===== src/rtl/wb_daq_pkg.sv =====
// Shared types and constants for the DAQ-to-Wishbone DMA engine.
package wb_daq_pkg;

    typedef enum logic [1:0] {
        S_IDLE = 2'd0,
        S_ARB  = 2'd1,
        S_XFER = 2'd2
    } state_t;

    localparam logic [2:0] CTI_CLASSIC = 3'b000;
    localparam logic [2:0] CTI_INCR    = 3'b010;
    localparam logic [2:0] CTI_EOB     = 3'b111;

    function automatic int clog2(input int n);
        int r;
        r = 0;
        while ((1 << r) < n) r++;
        return r;
    endfunction

endpackage


===== src/rtl/wb_daq_rr_arbiter.sv =====
// Round-robin arbiter: the search starts one past the last winner and wraps.
module wb_daq_rr_arbiter
    import wb_daq_pkg::*;
#(
    parameter  int N  = 4,
    localparam int GW = clog2(N)
) (
    input  logic          clk,
    input  logic          rst,
    input  logic [N-1:0]  elig,
    input  logic          advance,
    output logic [GW-1:0] gnt_idx,
    output logic          gnt_vld
);

    logic [GW-1:0] last;
    logic [GW-1:0] cand;

    // Starting at N-1 lets channel 0 win the first arbitration after reset.
    always_ff @(posedge clk) begin
        if (rst)
            last <= GW'(N - 1);
        else if (advance && gnt_vld)
            last <= gnt_idx;
    end

    always_comb begin
        gnt_idx = '0;
        gnt_vld = 1'b0;
        cand    = '0;
        for (int i = 1; i <= N; i++) begin
            cand = GW'((int'(last) + i) % N);
            if (!gnt_vld && elig[cand]) begin
                gnt_idx = cand;
                gnt_vld = 1'b1;
            end
        end
    end

endmodule


===== src/rtl/wb_daq_dma_engine.sv =====
// N-channel DAQ ring-buffer DMA writing to Wishbone; round-robin grants of BURST_LEN beats.
// Define WB_DAQ_DMA_BURST_EN for incrementing-burst cycles (cti 010/111); otherwise classic cycles.
module wb_daq_dma_engine
    import wb_daq_pkg::*;
#(
    parameter  int NUM_CHANNELS = 4,
    parameter  int DW           = 32,
    parameter  int AW           = 32,
    parameter  int BURST_LEN    = 8,
    parameter  int SIZE_W       = 16,
    localparam int GW           = clog2(NUM_CHANNELS),
    localparam int BW           = clog2(BURST_LEN + 1)
) (
    input  logic                           wb_clk,
    input  logic                           wb_rst,
    input  logic                           enable,
    input  logic [NUM_CHANNELS-1:0]        ch_req,
    input  logic [NUM_CHANNELS*DW-1:0]     ch_data_i,
    input  logic [NUM_CHANNELS*AW-1:0]     ch_base_i,
    input  logic [NUM_CHANNELS*SIZE_W-1:0] ch_size_i,
    input  logic [NUM_CHANNELS-1:0]        err_clr,
    output logic [NUM_CHANNELS-1:0]        ch_pop,
    output logic [NUM_CHANNELS-1:0]        ch_wrap,
    output logic [NUM_CHANNELS-1:0]        ch_err,
    output logic                           busy,
    output logic [GW-1:0]                  grant_ch,
    output logic [AW-1:0]                  wb_adr_o,
    output logic [DW-1:0]                  wb_dat_o,
    output logic [DW/8-1:0]                wb_sel_o,
    output logic                           wb_we_o,
    output logic                           wb_cyc_o,
    output logic                           wb_stb_o,
    output logic [2:0]                     wb_cti_o,
    output logic [1:0]                     wb_bte_o,
    input  logic                           wb_ack_i,
    input  logic                           wb_err_i,
    input  logic                           wb_rty_i
);

    logic [NUM_CHANNELS-1:0][DW-1:0]     data_a;
    logic [NUM_CHANNELS-1:0][AW-1:0]     base_a;
    logic [NUM_CHANNELS-1:0][SIZE_W-1:0] size_a;
    logic [NUM_CHANNELS-1:0][SIZE_W-1:0] ptr;
    logic [NUM_CHANNELS-1:0]             elig, ack_sel, at_end;

    state_t        state;
    logic [BW-1:0] beat;
    logic [GW-1:0] arb_idx;
    logic          arb_vld, ack_beat, err_beat, last_beat;

    assign data_a = ch_data_i;
    assign base_a = ch_base_i;
    assign size_a = ch_size_i;

    // err outranks ack; a beat landing on the reset edge is not popped.
    assign ack_beat  = wb_stb_o && wb_ack_i && !wb_err_i && !wb_rst;
    assign err_beat  = wb_stb_o && wb_err_i && !wb_rst;
    assign last_beat = (beat == BW'(BURST_LEN - 1));

    for (genvar k = 0; k < NUM_CHANNELS; k++) begin : g_ch
        logic [SIZE_W-1:0] ptr_q;
        logic              err_q;

        assign at_end[k]  = (ptr_q == size_a[k] - SIZE_W'(1));
        assign ack_sel[k] = ack_beat && (grant_ch == GW'(k));
        assign elig[k]    = ch_req[k] && !err_q && (size_a[k] != '0);

        always_ff @(posedge wb_clk) begin
            if (wb_rst || err_clr[k]) begin
                ptr_q <= '0;
                err_q <= 1'b0;
            end else begin
                if (ack_sel[k])
                    ptr_q <= at_end[k] ? '0 : ptr_q + SIZE_W'(1);
                if (err_beat && grant_ch == GW'(k))
                    err_q <= 1'b1;
            end
        end

        assign ptr[k]    = ptr_q;
        assign ch_err[k] = err_q;
    end

    wb_daq_rr_arbiter #(.N(NUM_CHANNELS)) u_arb (
        .clk     (wb_clk),
        .rst     (wb_rst),
        .elig    (elig),
        .advance (state == S_ARB),
        .gnt_idx (arb_idx),
        .gnt_vld (arb_vld)
    );

    always_ff @(posedge wb_clk) begin
        if (wb_rst) begin
            state    <= S_IDLE;
            wb_cyc_o <= 1'b0;
            wb_stb_o <= 1'b0;
            wb_we_o  <= 1'b0;
            beat     <= '0;
            grant_ch <= '0;
        end else begin
            case (state)
                S_IDLE: if (enable && arb_vld) state <= S_ARB;
                S_ARB: begin
                    if (arb_vld) begin
                        grant_ch <= arb_idx;
                        beat     <= '0;
                        wb_cyc_o <= 1'b1;
                        wb_stb_o <= 1'b1;
                        wb_we_o  <= 1'b1;
                        state    <= S_XFER;
                    end else begin
                        state <= S_IDLE;
                    end
                end
                S_XFER: begin
                    if (!wb_stb_o) begin
                        wb_stb_o <= 1'b1;
                    end else if (wb_err_i || (wb_ack_i && last_beat)) begin
                        wb_cyc_o <= 1'b0;
                        wb_stb_o <= 1'b0;
                        wb_we_o  <= 1'b0;
                        state    <= S_IDLE;
                    end else if (wb_ack_i) begin
                        beat <= beat + BW'(1);
`ifdef WB_DAQ_DMA_BURST_EN
                        wb_stb_o <= 1'b1;
`else
                        wb_stb_o <= 1'b0;
`endif
                    end else if (wb_rty_i) begin
                        wb_stb_o <= 1'b0;
                    end
                end
                default: state <= S_IDLE;
            endcase
        end
    end

    assign ch_pop   = ack_sel;
    assign ch_wrap  = ack_sel & at_end;
    assign busy     = wb_cyc_o;
    assign wb_adr_o = wb_cyc_o ? base_a[grant_ch] + AW'({ptr[grant_ch], 2'b00}) : '0;
    assign wb_dat_o = wb_cyc_o ? data_a[grant_ch] : '0;
    assign wb_sel_o = wb_cyc_o ? '1 : '0;
    assign wb_bte_o = 2'b00;
`ifdef WB_DAQ_DMA_BURST_EN
    assign wb_cti_o = !wb_cyc_o ? CTI_CLASSIC : (last_beat ? CTI_EOB : CTI_INCR);
`else
    assign wb_cti_o = CTI_CLASSIC;
`endif

endmodule


===== config.mk =====
export PLATFORM = sky130hd
export DESIGN_NAME = wb_daq_dma_engine
export DESIGN_NICKNAME = d
export VERILOG_FILES = /design/src/rtl/wb_daq_pkg.sv /design/src/rtl/wb_daq_rr_arbiter.sv /design/src/rtl/wb_daq_dma_engine.sv
export SDC_FILE = /design/constraint.sdc
export NUM_CORES = 1
export LEC_CHECK = 0
export ABC_AREA = 1
export CORE_AREA = 3 3 163 165
export DETAILED_ROUTE_END_ITERATION = 16
export DIE_AREA = 0 0 166 168
export PLACE_DENSITY = 0.75
export SYNTH_ARGS = -nofsm -noshare
export SYNTH_HDL_FRONTEND = slang
export SYNTH_SLANG_ARGS = --single-unit

===== constraint.sdc =====
create_clock -name wb_clk -period 6 [get_ports wb_clk]
set_clock_uncertainty 0.1 [all_clocks]
set_input_delay 1.2 -clock wb_clk [delete_from_list [all_inputs] [get_ports wb_clk]]
set_output_delay 1.2 -clock wb_clk [all_outputs]
set_load 0.01 [all_outputs]

# [Yosys cells after proc, flatten, opt, wreduce, memory -nomap -nowiden]
# Index checks and enable logic that the tools add are counted.
[word_totals] elab_cells=151 out_inout_bits=91 ff_bits=80
[op_classes] reduce_logical=53 order_cmp=5 bitwise_logic=1 muxes=48 add_sub_neg=14 n_eq_ne=16
[ops] operator="binary-select mux 32 bit (select 2 bit)" n=2
[ops] operator="2-to-1 mux 32 bit" n=4
[ops] operator="2-to-1 mux 16 bit" n=5
[ops] operator="adder 16 x 1 -> 16 bit, second input constant" n=4
[ops] operator="== test 16 bit" n=4
[ops] operator="nonzero test 16 bit" n=4
[ops] operator="subtractor 16 x 1 -> 16 bit, second input constant" n=4
[ops] operator="adder 32 x 18 -> 32 bit" n=1
[ops] operator="binary-select mux 16 bit (select 2 bit)" n=1
[ops] operator="logical AND 1 bit" n=27
[ops] operator="2-to-1 mux 4 bit" n=5
[ops] operator="2-to-1 mux 2 bit" n=8
[ops] operator="< comparator 2 x 3 -> 1 bit, second input constant" n=5
[ops] operator="2-to-1 mux 1 bit" n=15
[ops] operator="!= test 2 bit, second input constant" n=6
[ops] operator="zero test 1 bit" n=9
[ops] operator="binary-select mux 1 bit (select 2 bit)" n=4
[ops] operator="case mux 4 bit (2 select lines)" n=1
[ops] operator="== test 2 bit, second input constant" n=3
[ops] operator="case mux 2 bit (3 select lines)" n=1
[ops] operator="logical OR 1 bit" n=5
[ops] operator="AND reduction 5 bit" n=1
[ops] operator="adder 2 x 1 -> 2 bit, second input constant" n=2
[ops] operator="adder 2 bit, second input constant" n=2
[ops] operator="other kinds (10)" n=14

# [Logic depth before layout (Yosys ltp)]
# Gate-level depths: netlist of the first run.
[depth] word_depth=18 mapped_depth=25

# [By module]
# Synthesis of the first run repeated with hierarchy kept, for this count alone.
[hier_totals] cells_unflattened=1799 hier_area_um2=10268.6
[modules_own_cells] mod="wb_daq_dma_engine" seq_area_each_um2=1561.5 cells_per_inst=1730 area_per_inst_um2=9850.7 instances=1
[modules_own_cells] mod="wb_daq_rr_arbiter" seq_area_each_um2=40.0 cells_per_inst=69 area_per_inst_um2=417.9 instances=1

# [Worst setup path after synthesis of the first run]
# OpenSTA, ideal clock, no wires.
[synth_path] path_kind="reg2out" start="register grant_ch[0]" end="output port wb_adr_o[30]" stages_incl_launch_ff=26 path_slack_ps=1042 arrival_ps=3658 path_cell_list="dfxtp_1 inv_2 nor2_4 buf_4 clkbuf_1 buf_1 a22oi_1 o221ai_1 ha_1 inv_1 fa_1 inv_1 nand3_1 nand2_1 inv_1 nor2_1 nor2_1 o21ai_0 nand2_1 nand2_1 nand2_1 inv_1 nand3_1 nand2_1 nand2_1 nor2_1"
[synth_via] elab_chain_cells=4 elab_cells_between_ends=6 cone_classes="1 x add/sub; 5 x mux"
[synth_rtl] element="start, declared" line="wb_daq_dma_engine.sv:26" text="output logic [GW-1:0] grant_ch,"
[synth_rtl] element="start signal, assigned" line="wb_daq_dma_engine.sv:106" text="grant_ch <= arb_idx;"
[synth_rtl] element="binary-select mux 32 bit (select 2 bit) / binary-select mux 16 bit (select 2 bit) (equally long branches)" line="wb_daq_dma_engine.sv:143" text="assign wb_adr_o = wb_cyc_o ? base_a[grant_ch] + AW'({ptr[grant_ch], 2'b00}) : '0;"
[synth_rtl] element="2-to-1 mux 32 bit (implied by the code) / 2-to-1 mux 16 bit (equally long branches)" line="wb_daq_dma_engine.sv:143"
[synth_rtl] element="adder 32 x 18 -> 32 bit (*)" line="wb_daq_dma_engine.sv:143"
[synth_rtl] element="2-to-1 mux 32 bit (*)" line="wb_daq_dma_engine.sv:143"
[synth_rtl] element="end, declared" line="wb_daq_dma_engine.sv:27" text="output logic [AW-1:0] wb_adr_o,"
# Mark *: on every way between the ends. The rest lies on a longest branch, timed or not. The select of a mux whose other input is x is not followed.

# [Worst setup path in the final report of the first run]
[layout_path] start="input port ch_base_i[4]" end="output port wb_adr_o[21]"
[layout_via] elab_chain_cells=4
[layout_rtl] element="start, declared" line="wb_daq_dma_engine.sv:19" text="input logic [NUM_CHANNELS*AW-1:0] ch_base_i,"
[layout_rtl] element="binary-select mux 32 bit (select 2 bit)" line="wb_daq_dma_engine.sv:143"
[layout_rtl] element="2-to-1 mux 32 bit (implied by the code)" line="wb_daq_dma_engine.sv:143"
[layout_rtl] element="adder 32 x 18 -> 32 bit" line="wb_daq_dma_engine.sv:143"
[layout_rtl] element="2-to-1 mux 32 bit" line="wb_daq_dma_engine.sv:143"
# No other way between the ends. The select of a mux whose other input is x is not followed.

==> flow_metrics.env, run 1 <==
export IMPL_drt_pass1_iter_count=6
export IMPL_drive_above_1_share=0.0481
export IMPL_ir_drop_mv=0.138
export IMPL_clk_path_buf_depth=2
export IMPL_antennaDiodeCount=0
export IMPL_rrSetupSlack_ns=3.12
export IMPL_wl_mm=48.0
export IMPL_placed_cell_area_sq_um=14500
export IMPL_nets=2419
export IMPL_fin_area_sq_um=14900
export IMPL_postCtsHoldBufs=0
export IMPL_first_global_vias=12000
export IMPL_grt_max_degree=51
export IMPL_yosysWarnings=0
export IMPL_ios=425
export IMPL_fp_coreArea_sq_um=25200
export IMPL_critPathSlowestCell="clkdlybuf4s50_1"
export IMPL_ys_seq_elements=80
export IMPL_dp_final_hpwl_mm=39.7
export IMPL_drv_slew=0
export IMPL_crit_top_cell="nand2_1"
export IMPL_arrival_ns=4.45
export IMPL_worst_pin_slew_ns=1.18
export IMPL_netlist_area_sq_um=9950
export IMPL_slowest_delay_ns=0.58
export IMPL_synth_distinct_cells=52
export IMPL_cts_setup_buffers=0
export IMPL_criticalPathCategory="in2out"
export IMPL_power_density_nw_per_um2=142
export IMPL_avgRoutedWirePerCell_um=20.1
export IMPL_avgSynthCellArea_sq_um=6.00
export IMPL_critPathCaptureType="primary output"
export IMPL_cts_reportedPaths_clkPinSlew_ns=0.06
export IMPL_status="finished, final reports clean"
export IMPL_drt_iter0_markers=1230
export IMPL_critPathMaxFanout=6
export IMPL_num_vias=13000
export IMPL_grt_overflow=0
export IMPL_synth_edf_count=0
export IMPL_drc=0
export IMPL_cp_top_family="simple AND/OR/NAND/NOR gates"
export IMPL_root_buffer="clkbuf_16"
export IMPL_rsz0062_at_grt="false"
export IMPL_finalSetupViolations=0
export IMPL_grt_antenna_before_repair=1
export IMPL_cts_tree="done"
export IMPL_clock_fmax_mhz=174
export IMPL_path_buf_inv=2
export IMPL_async_reset_ff_frac=0
export IMPL_h_tree_depth=3
export IMPL_dieArea_sq_um=27900
export IMPL_cts_resized=0
export IMPL_relSlewSlack=0.214
export IMPL_finalHoldViolations=0
export IMPL_hold_class="reg2reg"
export IMPL_drv_cap=0
export IMPL_fin_tns_setup_ns=0
export IMPL_p_leak_uw=0.00620
export IMPL_clk_latency_ns=0.35
export IMPL_antenna_left=0
export IMPL_start_kind="primary input"
export IMPL_path_cells="clkdlybuf4s50_1 -> a22oi_2 -> nand3_1 -> ha_1 -> nand3_1 -> nand2_1 -> nand4_1 -> nand2_1 -> a21oi_2 -> o21ai_0 -> nand2_1 -> nand2_2 -> nor2_1 -> nor3b_1 -> clkdlybuf4s50_1"
export IMPL_track_usage=0.323
export IMPL_clock_sinks=80
export IMPL_syn_inst=1659
export IMPL_routed_via_density=5.42
export IMPL_floorplan_initialDensity=0.395
export IMPL_cp_data_required_time_ns=4.70
export IMPL_synthFlopType="dfxtp_1"
export IMPL_rows=58
export IMPL_grt_pass1_wl_mm=71.2
export IMPL_areaGrowthSynthToFinish_pct=49.4
export IMPL_cts_inserted_buffers=9
export IMPL_ys_seq_area_frac=0.161
export IMPL_routabilityCongestion=1.02
export IMPL_final_cell_mix="416 x clkdlybuf4s50_1, 344 x nand2_1, 249 x nor2_1, 196 x inv_1, 116 x a22oi_1"
export IMPL_fin_crit_ns=5.75
export IMPL_die_h_um=168
export IMPL_die_w_um=166
export IMPL_final_common_cell="clkdlybuf4s50_1"
export IMPL_portBuffers=419
export IMPL_finalCritPeriodShare=0.958
[path summary, 6_finish.rpt]
kind / from / to / cells after the start
max: ch_base_i[4] / wb_adr_o[21] / 15
min: beat[0] / beat[0] / 1
max reg2reg: grant_ch[1] / g_ch[3].ptr_q[14] / 8
min reg2reg: beat[0] / beat[0] / 1
[Yosys cell counts (3+ instances only)]
library cell	number	area (sq um)
nand2_1	345	1290
nor2_1	252	946
inv_1	197	739
a22oi_1	117	878
a21oi_1	98	490
nand3_1	94	470
xor2_1	88	771
dfxtp_1	80	1600
o21ai_0	53	265
xnor2_1	48	420
nand4_1	47	294
clkbuf_1	34	128
nor3_1	32	160
ha_1	29	363
buf_4	18	135
or2_2	14	87.6
o221ai_1	11	96.3
nor2_4	8	90.1
buf_1	7	26.3
buf_2	7	35.0
nand3b_1	6	45.0
and2_1	5	31.3
nor3b_1	5	37.5
o211ai_1	5	37.5
and3_1	4	25.0
nor4_1	4	25.0
o21bai_1	4	30.0
a21o_1	3	22.5
a221oi_1	3	26.3
a22o_1	3	26.3
clkinv_1	3	11.3
nand2_4	3	33.8
nand3_2	3	30.0
nor3_2	3	30.0
o21a_1	3	22.5
[power by group]
part | leakage (uW) | total [uW] | switching [uW] | internal [uW]
sequential | 0.000645 | 559 | 19.5 | 540
combinational | 0.00539 | 931 | 488 | 443
clock | 0.000165 | 616 | 229 | 386
[per-stage QoR]
stage,hold slack (ns),cells,utilization,power [uW],setup slack (ns)
after detailed placement,0.391,2374,0.575,1480,0.0502
after CTS,0.406,2390,0.588,2090,0.0238
after global routing,0.430,2390,0.590,2210,0.0172
final,0.413,2390,0.590,2110,0.251
after global placement,0.376,2374,0.575,1470,0.121
after floorplan,0.353,1663,-,983,1.04
[registers in the layout, summed over array words and instances (netlist names)]
name,cells
g_ch.err_q,4
beat,4
grant_ch,2
wb_stb_o,1
state,2
busy,1
g_ch.ptr_q,64
u_arb.last,2
[per-layer routing]
layer  GRT usage  share of wire
met1       0.445           0.43
met2       0.506           0.44
met3      0.0967           0.11
met4      0.0608          0.020
met5           0              0
[cells by family after synthesis]
group / after synthesis / synth area share
flip-flops: 80 / 0.161
XOR/XNOR: 136 / 0.120
AO/OA/AOI/OAI: 312 / 0.201
other: 1 / 0.000377
buffers and inverters: 267 / 0.108
AND/OR/NAND/NOR: 833 / 0.371
adder cells (fa/ha/maj): 30 / 0.0385
[final cells by class]
class / instances / area, sq um
inverters: 201 / 754
repair buffers: 447 / 4440
multi-input cells: 1316 / 7320
fillers: 2389 / 10300
clock buffers: 11 / 253
clock inverters: 5 / 78.8
flip-flops and latches: 80 / 1600
well taps: 330 / 413
No activity file was read; power rests on OpenSTA's default activity.
==> run 2, diff against run 1 <==
CORE_AREA = 3 3 164 166   (was 3 3 163 165)
DIE_AREA = 0 0 167 169   (was 0 0 166 168)
PLACE_DENSITY = 0.74   (was 0.75)
REMOVE_ABC_BUFFERS = 1   (was not set)
TNS_END_PERCENT = 5   (was not set)
==> run 2 against run 1 <==
- critical path depth up 4
- core utilization down 1.5 points
- critical path type unchanged
- global-route usage down 0.54 points
- clock-buffer cell count unchanged
- sequential power down 1%
- sequential share of layout area about the same
- final cell count up 0.21%
- clock power down 6.8%
- die area up 1.2%
==> flow_metrics.env, run 2 (synthesis results as in run 1) <==
export IMPL_final_common_cell="clkdlybuf4s50_1"
export IMPL_first_global_vias=11900
export IMPL_drc=0
export IMPL_avgRoutedWirePerCell_um=20.0
export IMPL_routed_via_density=5.42
export IMPL_whs_path_depth=1
export IMPL_root_buffer="clkbuf_16"
export IMPL_grt_overflow=0
export IMPL_areaGrowthSynthToFinish_pct=48.9
export IMPL_fp_coreArea_sq_um=25800
export IMPL_worst_pin_slew_ns=0.854
export IMPL_placed_cell_area_sq_um=14500
export IMPL_finalSetupViolations=0
export IMPL_top_register="g_ch.ptr_q"
export IMPL_cts_reportedPaths_clkPinSlew_ns=0.06
export IMPL_critPathCaptureType="primary output"
export IMPL_start_kind="primary input"
export IMPL_dieArea_sq_um=28200
export IMPL_cts_tree="done"
export IMPL_hp_start="beat[0]"
export IMPL_drt_iter0_markers=1615
export IMPL_ios=425
export IMPL_fin_area_sq_um=14800
export IMPL_die_w_um=167
export IMPL_grt_pass1_wl_mm=70.4
export IMPL_floorplan_initialDensity=0.386
export IMPL_grt_max_degree=45
export IMPL_fin_tns_setup_ns=0
export IMPL_preCtsSetupSlack_ns=0.0444
export IMPL_cts_resized=0
export IMPL_cts_inserted_buffers=9
export IMPL_track_usage=0.318
export IMPL_h_tree_depth=3
export IMPL_stdcell_count=2395
export IMPL_wl_mm=47.9
export IMPL_ir_drop_mv=0.138
export IMPL_clock_sinks=80
export IMPL_clk_latency_ns=0.34
export IMPL_hold_class="reg2reg"
export IMPL_r2r_end="g_ch[3].ptr_q[11]"
export IMPL_rr_worst_depth=8
export IMPL_arrival_ns=4.56
export IMPL_cts_setup_buffers=0
export IMPL_nets=2417
export IMPL_power_density_nw_per_um2=139
export IMPL_rows=59
export IMPL_fin_ws_ns=0.141
export IMPL_die_h_um=169
export IMPL_antenna_left=0
export IMPL_whs_ns=0.408
export IMPL_fin_crit_ns=5.86
export IMPL_grt_antenna_before_repair=3
export IMPL_status="finished, final reports clean"
export IMPL_drv_cap=0
export IMPL_routabilityCongestion=1.02
export IMPL_num_vias=13000
export IMPL_dp_final_hpwl_mm=40.1
export IMPL_rsz0062_at_grt="false"
export IMPL_portBuffers=419
export IMPL_p_leak_uw=0.00617
export IMPL_dp_cells=2377
export IMPL_rrSetupSlack_ns=3.09
export IMPL_drive_above_1_share=0.0462
export IMPL_drt_pass1_iter_count=5
export IMPL_criticalPathCategory="in2out"
export IMPL_largest_registers="g_ch.ptr_q (64), beat (4), g_ch.err_q (4)"
export IMPL_relSlewSlack=0.429
export IMPL_largest_reg_flops=64
export IMPL_min_to="beat[0]"
export IMPL_cp_data_required_time_ns=4.70
export IMPL_critPathMaxFanout=4
export IMPL_r2r_start="grant_ch[1]"
export IMPL_postCtsHoldBufs=0
export IMPL_finalHoldViolations=0
export IMPL_final_cell_mix="417 x clkdlybuf4s50_1, 343 x nand2_1, 250 x nor2_1, 196 x inv_1, 117 x a22oi_1"
export IMPL_clk_path_buf_depth=2
export IMPL_drv_slew=0
export IMPL_clock_fmax_mhz=171
export IMPL_finalCritPeriodShare=0.976
-- run 2: cell count changes in the layout (fill, tap and decap cells not counted), sizes merged --
cell / before / now
buf: 28 / 26
clkdlybuf4s50: 416 / 417
diode: 0 / 2
bufinv: 2 / 1
dlymetal6s2s: 3 / 2
clkinvlp: 0 / 2
inv: 199 / 198
-- run 2: cell type report --
class                   count  area, sq um
well taps                 335          419
clock inverters             5         55.1
diodes                      2         5.00
multi-input cells        1316         7310
flip-flops and latches     80         1600
clock buffers              11          253
inverters                 201          756
repair buffers            445         4410
fillers                  2511        11000
-- run 2: critical path: stages --
cell and delay (ns):
clkdlybuf4s50_1 0.46, a22oi_1 0.08, nand2_1 0.14, ha_1 0.18, inv_1 0.06, fa_1 0.35, inv_1 0.10, nand3_1 0.08
nand2_1 0.12, inv_1 0.05, nor2_1 0.09, nor2_1 0.08, o21ai_0 0.22, buf_4 0.16, inv_1 0.03, o21bai_1 0.16
o21ai_0 0.09, a21oi_1 0.30, clkdlybuf4s50_1 0.61
-- run 2: how the worst max path moves through the flow --
stage | slack [ns] | startpoint | cells past startpoint | endpoint
after floorplan | -0.82 | grant_ch[0] | 21 | wb_adr_o[30]
after global placement | 0.06 | ch_base_i[2] | 22 | wb_adr_o[30]
after detailed placement | 0.04 | ch_base_i[98] | 22 | wb_adr_o[30]
after CTS | 0.008 | grant_ch[1] | 23 | wb_adr_o[30]
after global routing | 0.001 | ch_base_i[98] | 20 | wb_adr_o[28]
final | 0.14 | ch_base_i[98] | 19 | wb_adr_o[14]
-- run 2: routing by layer --
layer / track usage / vias to the layer above / wire (um)
met4: 0.0825 / 2 / 1340
li1: - / 6314 / -
met3: 0.106 / 75 / 5900
met2: 0.476 / 707 / 20300
met1: 0.438 / 5873 / 20400
met5: 0 / - / 13
-- run 2: report_power, final --
group	internal [uW]	switching (uW)	leakage, uW
registers	540	11.3	0.000645
clock network	344	231	0.000148
logic	439	497	0.00537
-- run 2: metrics by stage --
step,total power [uW],util
after global placement,1470,0.561
after CTS,2050,0.573
final,2060,0.575
after detailed placement,1480,0.561
after floorplan,964,-
after global routing,2160,0.575
